### config.mk
export PLATFORM = sky130hd
export DESIGN_NAME = uart_tx_fifo
export DESIGN_NICKNAME = d
export VERILOG_FILES = /design/src/rtl/uart_tx_fifo.sv
export SDC_FILE = /design/constraint.sdc
export NUM_CORES = 1
export LEC_CHECK = 0
export ABC_AREA = 1
export CORE_MARGIN = 1.5
export CORE_UTILIZATION = 62
export DETAILED_ROUTE_END_ITERATION = 12
export PLACE_DENSITY_LB_ADDON = 0.15
export SETUP_SLACK_MARGIN = 0.4
export SYNTH_ARGS = -nofsm -noshare
export SYNTH_HDL_FRONTEND = slang
export SYNTH_SLANG_ARGS = --single-unit
### constraint.sdc
create_clock -name clk_i -period 3.5 [get_ports clk_i]
set_input_delay 0.35 -clock clk_i [delete_from_list [all_inputs] [get_ports clk_i]]
set_output_delay 0.35 -clock clk_i [all_outputs]
set_load 0.01 [all_outputs]
### src/rtl/uart_tx_fifo.sv
// Synchronous TX byte FIFO feeding the UART transmitter from the APB data register.
// Occupancy is kept in its own counter and every status output is registered.
module uart_tx_fifo #(
  parameter int DATA_W    = 8,
  parameter int DEPTH     = 16,
  parameter int AF_THRESH = 12
) (
  input  logic                       clk_i,
  input  logic                       rst_i,
  input  logic                       flush_i,
  input  logic                       wr_en_i,
  input  logic [DATA_W-1:0]          wr_data_i,
  input  logic                       rd_en_i,
  output logic [DATA_W-1:0]          rd_data_o,
  output logic                       empty_o,
  output logic                       full_o,
  output logic                       almost_full_o,
  output logic [$clog2(DEPTH):0]     count_o,
  output logic                       ovf_o,
  output logic                       udf_o,
  input  logic                       clr_err_i
);

  localparam int AW = $clog2(DEPTH);
  localparam int CW = AW + 1;
  localparam logic [CW-1:0] DEPTH_C  = CW'(DEPTH);
  localparam logic [CW-1:0] THRESH_C = CW'(AF_THRESH);

  logic [DATA_W-1:0] mem [DEPTH];

  logic [AW-1:0]     wr_ptr_r;
  logic [AW-1:0]     rd_ptr_r;
  logic [CW-1:0]     count_r;
  logic [DATA_W-1:0] rd_data_r;
  logic              empty_r;
  logic              full_r;
  logic              almost_full_r;
  logic              ovf_r;
  logic              udf_r;

  logic              rd_acc_s;
  logic              wr_acc_s;
  logic [CW-1:0]     count_nxt_s;
  logic              ovf_nxt_s;
  logic              udf_nxt_s;

  // Accept/reject decisions come only from registered state, never from the outputs' own inputs.
  always_comb begin
    rd_acc_s    = 1'b0;
    wr_acc_s    = 1'b0;
    count_nxt_s = count_r;
    ovf_nxt_s   = ovf_r;
    udf_nxt_s   = udf_r;

    rd_acc_s = rd_en_i && !empty_r;
    wr_acc_s = wr_en_i && (!full_r || rd_acc_s);

    if (wr_acc_s && !rd_acc_s) begin
      count_nxt_s = count_r + CW'(1);
    end else if (rd_acc_s && !wr_acc_s) begin
      count_nxt_s = count_r - CW'(1);
    end else begin
      count_nxt_s = count_r;
    end

    // A fresh error in the same cycle as clr_err_i keeps the flag set.
    if (wr_en_i && !wr_acc_s) begin
      ovf_nxt_s = 1'b1;
    end else if (clr_err_i) begin
      ovf_nxt_s = 1'b0;
    end else begin
      ovf_nxt_s = ovf_r;
    end

    if (rd_en_i && empty_r) begin
      udf_nxt_s = 1'b1;
    end else if (clr_err_i) begin
      udf_nxt_s = 1'b0;
    end else begin
      udf_nxt_s = udf_r;
    end
  end

  // Storage array: no reset, written only on an accepted push.
  always_ff @(posedge clk_i) begin
    if (!rst_i && !flush_i && wr_acc_s) begin
      mem[wr_ptr_r] <= wr_data_i;
    end
  end

  // Pointers, occupancy, status flags and read data register.
  always_ff @(posedge clk_i) begin
    if (rst_i) begin
      wr_ptr_r      <= '0;
      rd_ptr_r      <= '0;
      count_r       <= '0;
      rd_data_r     <= '0;
      empty_r       <= 1'b1;
      full_r        <= 1'b0;
      almost_full_r <= 1'b0;
      ovf_r         <= 1'b0;
      udf_r         <= 1'b0;
    end else if (flush_i) begin
      wr_ptr_r      <= '0;
      rd_ptr_r      <= '0;
      count_r       <= '0;
      empty_r       <= 1'b1;
      full_r        <= 1'b0;
      almost_full_r <= 1'b0;
      ovf_r         <= 1'b0;
      udf_r         <= 1'b0;
    end else begin
      if (wr_acc_s) begin
        wr_ptr_r <= wr_ptr_r + AW'(1);
      end
      if (rd_acc_s) begin
        rd_ptr_r  <= rd_ptr_r + AW'(1);
        rd_data_r <= mem[rd_ptr_r];
      end
      count_r       <= count_nxt_s;
      empty_r       <= (count_nxt_s == '0);
      full_r        <= (count_nxt_s == DEPTH_C);
      almost_full_r <= (count_nxt_s >= THRESH_C);
      ovf_r         <= ovf_nxt_s;
      udf_r         <= udf_nxt_s;
    end
  end

  assign rd_data_o     = rd_data_r;
  assign empty_o       = empty_r;
  assign full_o        = full_r;
  assign almost_full_o = almost_full_r;
  assign count_o       = count_r;
  assign ovf_o         = ovf_r;
  assign udf_o         = udf_r;

endmodule

======== Word level (Yosys, flattened, before mapping) ========
Memory sizes are Yosys's and may differ from the RTL's. A register that Yosys moved wholly into a read port is not among the register bits.
Index checks and enable logic that the tools add are counted.
operators by class
  mux-type cells .......................... 7
  $add $sub $neg .......................... 4
  order comparisons ....................... 1
  bitwise logic cells ..................... 1
  equal/unequal tests ..................... 1
  reductions and logical operators ........ 20
operator list
  operator                                                                              number
  5-bit 2-to-1 mux                                                                      2
  4-bit by 1-bit adder with 4-bit output (second input constant)                        2
  1-bit logical AND                                                                     8
  1-bit logical NOT                                                                     6
  5-bit by 1-bit adder with 5-bit output (second input constant)                        1
  5-bit equality test (second input constant)                                           1
  5-bit by 4-bit greater-or-equal comparator with 1-bit output (second input constant)  1
  5-bit logical NOT                                                                     1
  1-bit 2-to-1 mux                                                                      5
  5-bit by 1-bit subtractor with 5-bit output (second input constant)                   1
  2-bit nonzero test                                                                    2
  2-bit AND reduction                                                                   1
  2-bit OR reduction                                                                    1
  1-bit logical OR                                                                      1
  1-bit inverter                                                                        1
storage, ports and cells
  memories kept ........................... 1
  output and inout bits ................... 18
  register bits after elaboration ......... 18
  logic and storage cells ................. 43
  memory bits (writable) .................. 128
memories
  memory  words  bits a word  rd ports  clocked after Yosys merged registers in  wr ports  RTL line  text
  mem     16     8            1         1                                        1         29        logic [DATA_W-1:0] mem [DEPTH];

======== Longest topological paths before layout ========
  word-level depth ........................ 9
  gate-level depth with buffers ........... 11

======== Worst setup path before layout ========
Ideal clock, no wire load.
  path type ............................... input to register
  start point ............................. input port rst_i
  end point ............................... memory mem[15][0], enable pin
  stages .................................. 5
  data required time ...................... 3.117 ns
  path buffers ............................ 2
  path slack .............................. 1.519 ns
  arrival ................................. 1.597 ns
  cell sequence ........................... buf_2 -> nor2_4 -> inv_2 -> clkbuf_1 -> nor3_1
between the ends
  word-level cells in the longest chain between the ends .. 5
ends and longest elaborated chain
  element                                 RTL line  text
  start, declared                         9         input logic rst_i,
  1-bit logical NOT                       86        if (!rst_i && !flush_i && wr_acc_s) begin
  1-bit logical AND (2 in series)         86
  1-bit 2-to-1 mux                        86
  1-bit 2-to-1 mux (implied by the code)  87        mem[wr_ptr_r] <= wr_data_i;
  end, declared                           29
No other way between the ends.

==> results_dict.tcl <==
set metrics [dict create \
    coreArea_sq_um 10320 \
    drcViolationCount 0 \
    ir_worst_vdd_mv 0.3986 \
    synth_edf_count 128 \
    synthFlopType "edfxtp_1" \
    synthMostInstantiatedCell "edfxtp_1" \
    core.rowCount 37 \
    criticalPathCategory "reg2reg" \
    vias 4529 \
    powerDensity_nw_per_um2 542.5 \
    dieArea_sq_um 11290 \
    swShare_pct 20.54 \
    synth.area.top_cells "edfxtp_1 (58%), dfxtp_1 (7.9%), nor2_1 (5.9%), nand2_1 (5.2%), nand3_1 (4.8%)" \
    synth_warnings 0 \
    grt_overflow_total 0 \
    dp_cells 766 \
    cap_violations 0 \
    io_pins 32 \
    synth_cell_types 29 \
    cts_resized 0 \
    clk_pin_slew_worst_paths_ns 0.06 \
    ff2ff_path_depth 8 \
    finalSetupTns_ns 0 \
    cp-end-kind "register" \
    drtPass1Iterations 5 \
    die_height_microns 106.3 \
    synth_top_area_share_pct 58.14 \
    placed_cell_area_sq_um 7003 \
    seq_power_share_pct 48.4 \
    gp_congestion 0.8744 \
    layout.cells.non_filler 798 \
    internal-power_mw 3.294 \
    rsz0062_at_grt "no" \
    layout_min_cycle_time_ns 2.338 \
    yosysTopAreaCell "edfxtp_1" \
    wl_mm 14.75 \
    pwr-share-comb_pct 4.4 \
    cts_inserted_buffers 17 \
    num_antenna_cells 0 \
    setup_viol 0 \
    dp_hpwl_mm 9.186 \
    finClkSkew_ns 0.008037 \
    synth_area_sq_um 6611 \
    num-fill-cells 689 \
    cts_tree "yes" \
    grt_usage_pct 28.55 \
    status "finished clean" \
    postLayoutCellArea_sq_um 7641 \
    start_util_pct 64.04 \
    final_nets 670 \
    final-hold-violation-count 0 \
    cts_num_sinks 154 \
    synth_common_cells "edfxtp_1 (128), nor2_1 (104), nand2_1 (91), nand3_1 (64), inv_1 (47)" \
    hold_buffers 0 \
    worst_slew_pin_slew_ns 1.082 \
    syn_inst 617 \
    post_cts_buffers 0 \
    drtIter0Drc 412 \
    layout-drive-gt1-share_pct 11.78 \
    grt_pass1_wl_mm 23.43 \
    h-tree-depth 4 \
    whs_path_depth 2 \
    synthArstFlopShare_pct 0 \
    grt_pass1_vias 4389 \
    viasPerCell 5.675 \
    required_ns 3.93 \
    syn_nets 638 \
    fmax_mhz 427.7 \
    slew_headroom_pct 27.79 \
    critPathArrivalTime_ns 2.77 \
    antenna_found_initial 0 \
    p_leak_nw 2.782 \
    cts_root_buf "clkbuf_8" \
    drv_slew 0 \
    switchingPower_uw 851.5 \
    grt_max_degree 80 \
    wl_per_cell_microns 18.48 \
    area_delta_synth_final_pct 15.58 \
    worstHoldPathType "reg2reg" \
    ys_seq_area_share_pct 66.01 \
    drtAntennaViolNets 0 \
    period_share_pct 66.80 \
    crit_fanout 55 \
    avgSynthCellArea_sq_um 10.72 \
    dieWidth_microns 106.3 \
    clock_path_buffers 2 \
    ys_ff_latch 154 \
    start_kind "register" \
    pwr-share-clk_pct 47.2 \
    worst_skew_pair.late_latency_ns 0.53 \
    io_buffers 31 \
]
-- layout make-up --
| type | count | area, sq um | share of cell area (%) |
|---|---|---|---|
| Clock buffer | 18 | 417.9 | 5.469 |
| Clock inverter | 14 | 220.2 | 2.882 |
| Inverter | 57 | 214.0 | 2.800 |
| Multi-Input combinational cell | 379 | 1876 | 24.55 |
| Sequential cell | 154 | 4365 | 57.13 |
| Tap cell | 136 | 170.2 | 2.227 |
| Timing Repair Buffer | 40 | 377.9 | 4.945 |
-- state kept, by name (all words and copies together), names as in the netlist --
| register | flops |
|---|---|
| wr_ptr_r | 4 |
| rd_ptr_r | 4 |
| full_o | 1 |
| empty_o | 1 |
| almost_full_o | 1 |
| udf_o | 1 |
| ovf_o | 1 |
| mem | 128 |
| rd_data_o | 8 |
| count_o | 5 |
-- metrics by stage --
step           power, mW  setup WS [ns]  hold slack [ns]  util [%]
6_report           4.145          1.162           0.4725     74.02
5_1_grt            4.247          1.024           0.5032     74.02
3_3_place_gp       2.221         0.8803           0.4546     67.83
3_5_place_dp       2.227         0.7413           0.4634     67.83
4_1_cts            4.158          1.225           0.4675     74.02
2_1_floorplan      2.147          1.519           0.4489         -
-- metal layers --
| layer | global-route usage, % | part of all wire [%] | vias to the layer above |
|---|---|---|---|
| li1 | - | - | 2171 |
| met1 | 40.11 | 42 | 2133 |
| met2 | 43.27 | 48 | 196 |
| met3 | 6.009 | 7.7 | 29 |
| met4 | 12.84 | 2.5 | 0 |
| met5 | 0 | 0 | - |
-- critical path, cell delays in order, from the launching register on --
cell and delay [ns]:
dfxtp_1 0.50, inv_2 0.88, nor2_1 0.10, o21ai_1 0.21, nand3_1 0.14, nand3_1 0.13, nand3_1 0.15, nand2_1 0.09
inv_1 0.04
-- power by group through the flow --
stage          logic, mW  registers, mW  clock network (mW)
6_report           0.184           2.01                1.95
3_5_place_dp       0.181           2.05                   0
2_1_floorplan      0.101           2.05                   0
5_1_grt            0.203           2.01                2.04
4_1_cts            0.183           2.01                1.97
3_3_place_gp       0.176           2.05                   0
-- cell usage in the layout (no fill, tap or decap), types with 4 or more instances in the layout --
master	synthesis	layout
bufinv_16	0	5
clkbuf_16	0	16
dfxtp_1	26	25
edfxtp_1	128	128
nand2_2	4	4
o211ai_2	13	13
inv_1	47	47
nand3_1	64	64
nor3_1	11	11
a21oi_1	18	18
buf_4	3	9
o21ai_1	17	17
nor2_1	104	104
o21ai_0	33	33
clkdlybuf4s50_1	0	31
nand2_1	91	91
clkinvlp_4	0	4
ha_1	7	7
inv_2	10	10
-- cells by family (layout without fill, tap and decap cells) --
logic type,count (synthesis),count (layout),share of synthesized area [%]
AND/OR/NAND/NOR,287,287,18.91
AO/OA/AOI/OAI,82,82,7.740
XOR/XNOR,3,3,0.3975
flip-flops,154,154,66.01
adder cells (fa/ha/maj),7,7,1.325
buffers and inverters,84,129,5.621
-- path summary, 6_finish.rpt --
path,from,endpoint,slack [ns]
setup reg to reg,rd_ptr_r[1],rd_data_o[6],1.16
hold reg to reg,ovf_o,ovf_o,0.47
setup / recovery,rd_ptr_r[1],rd_data_o[6],1.16
hold / removal,ovf_o,ovf_o,0.47
Note: power is estimated with default switching activity, not from simulation.
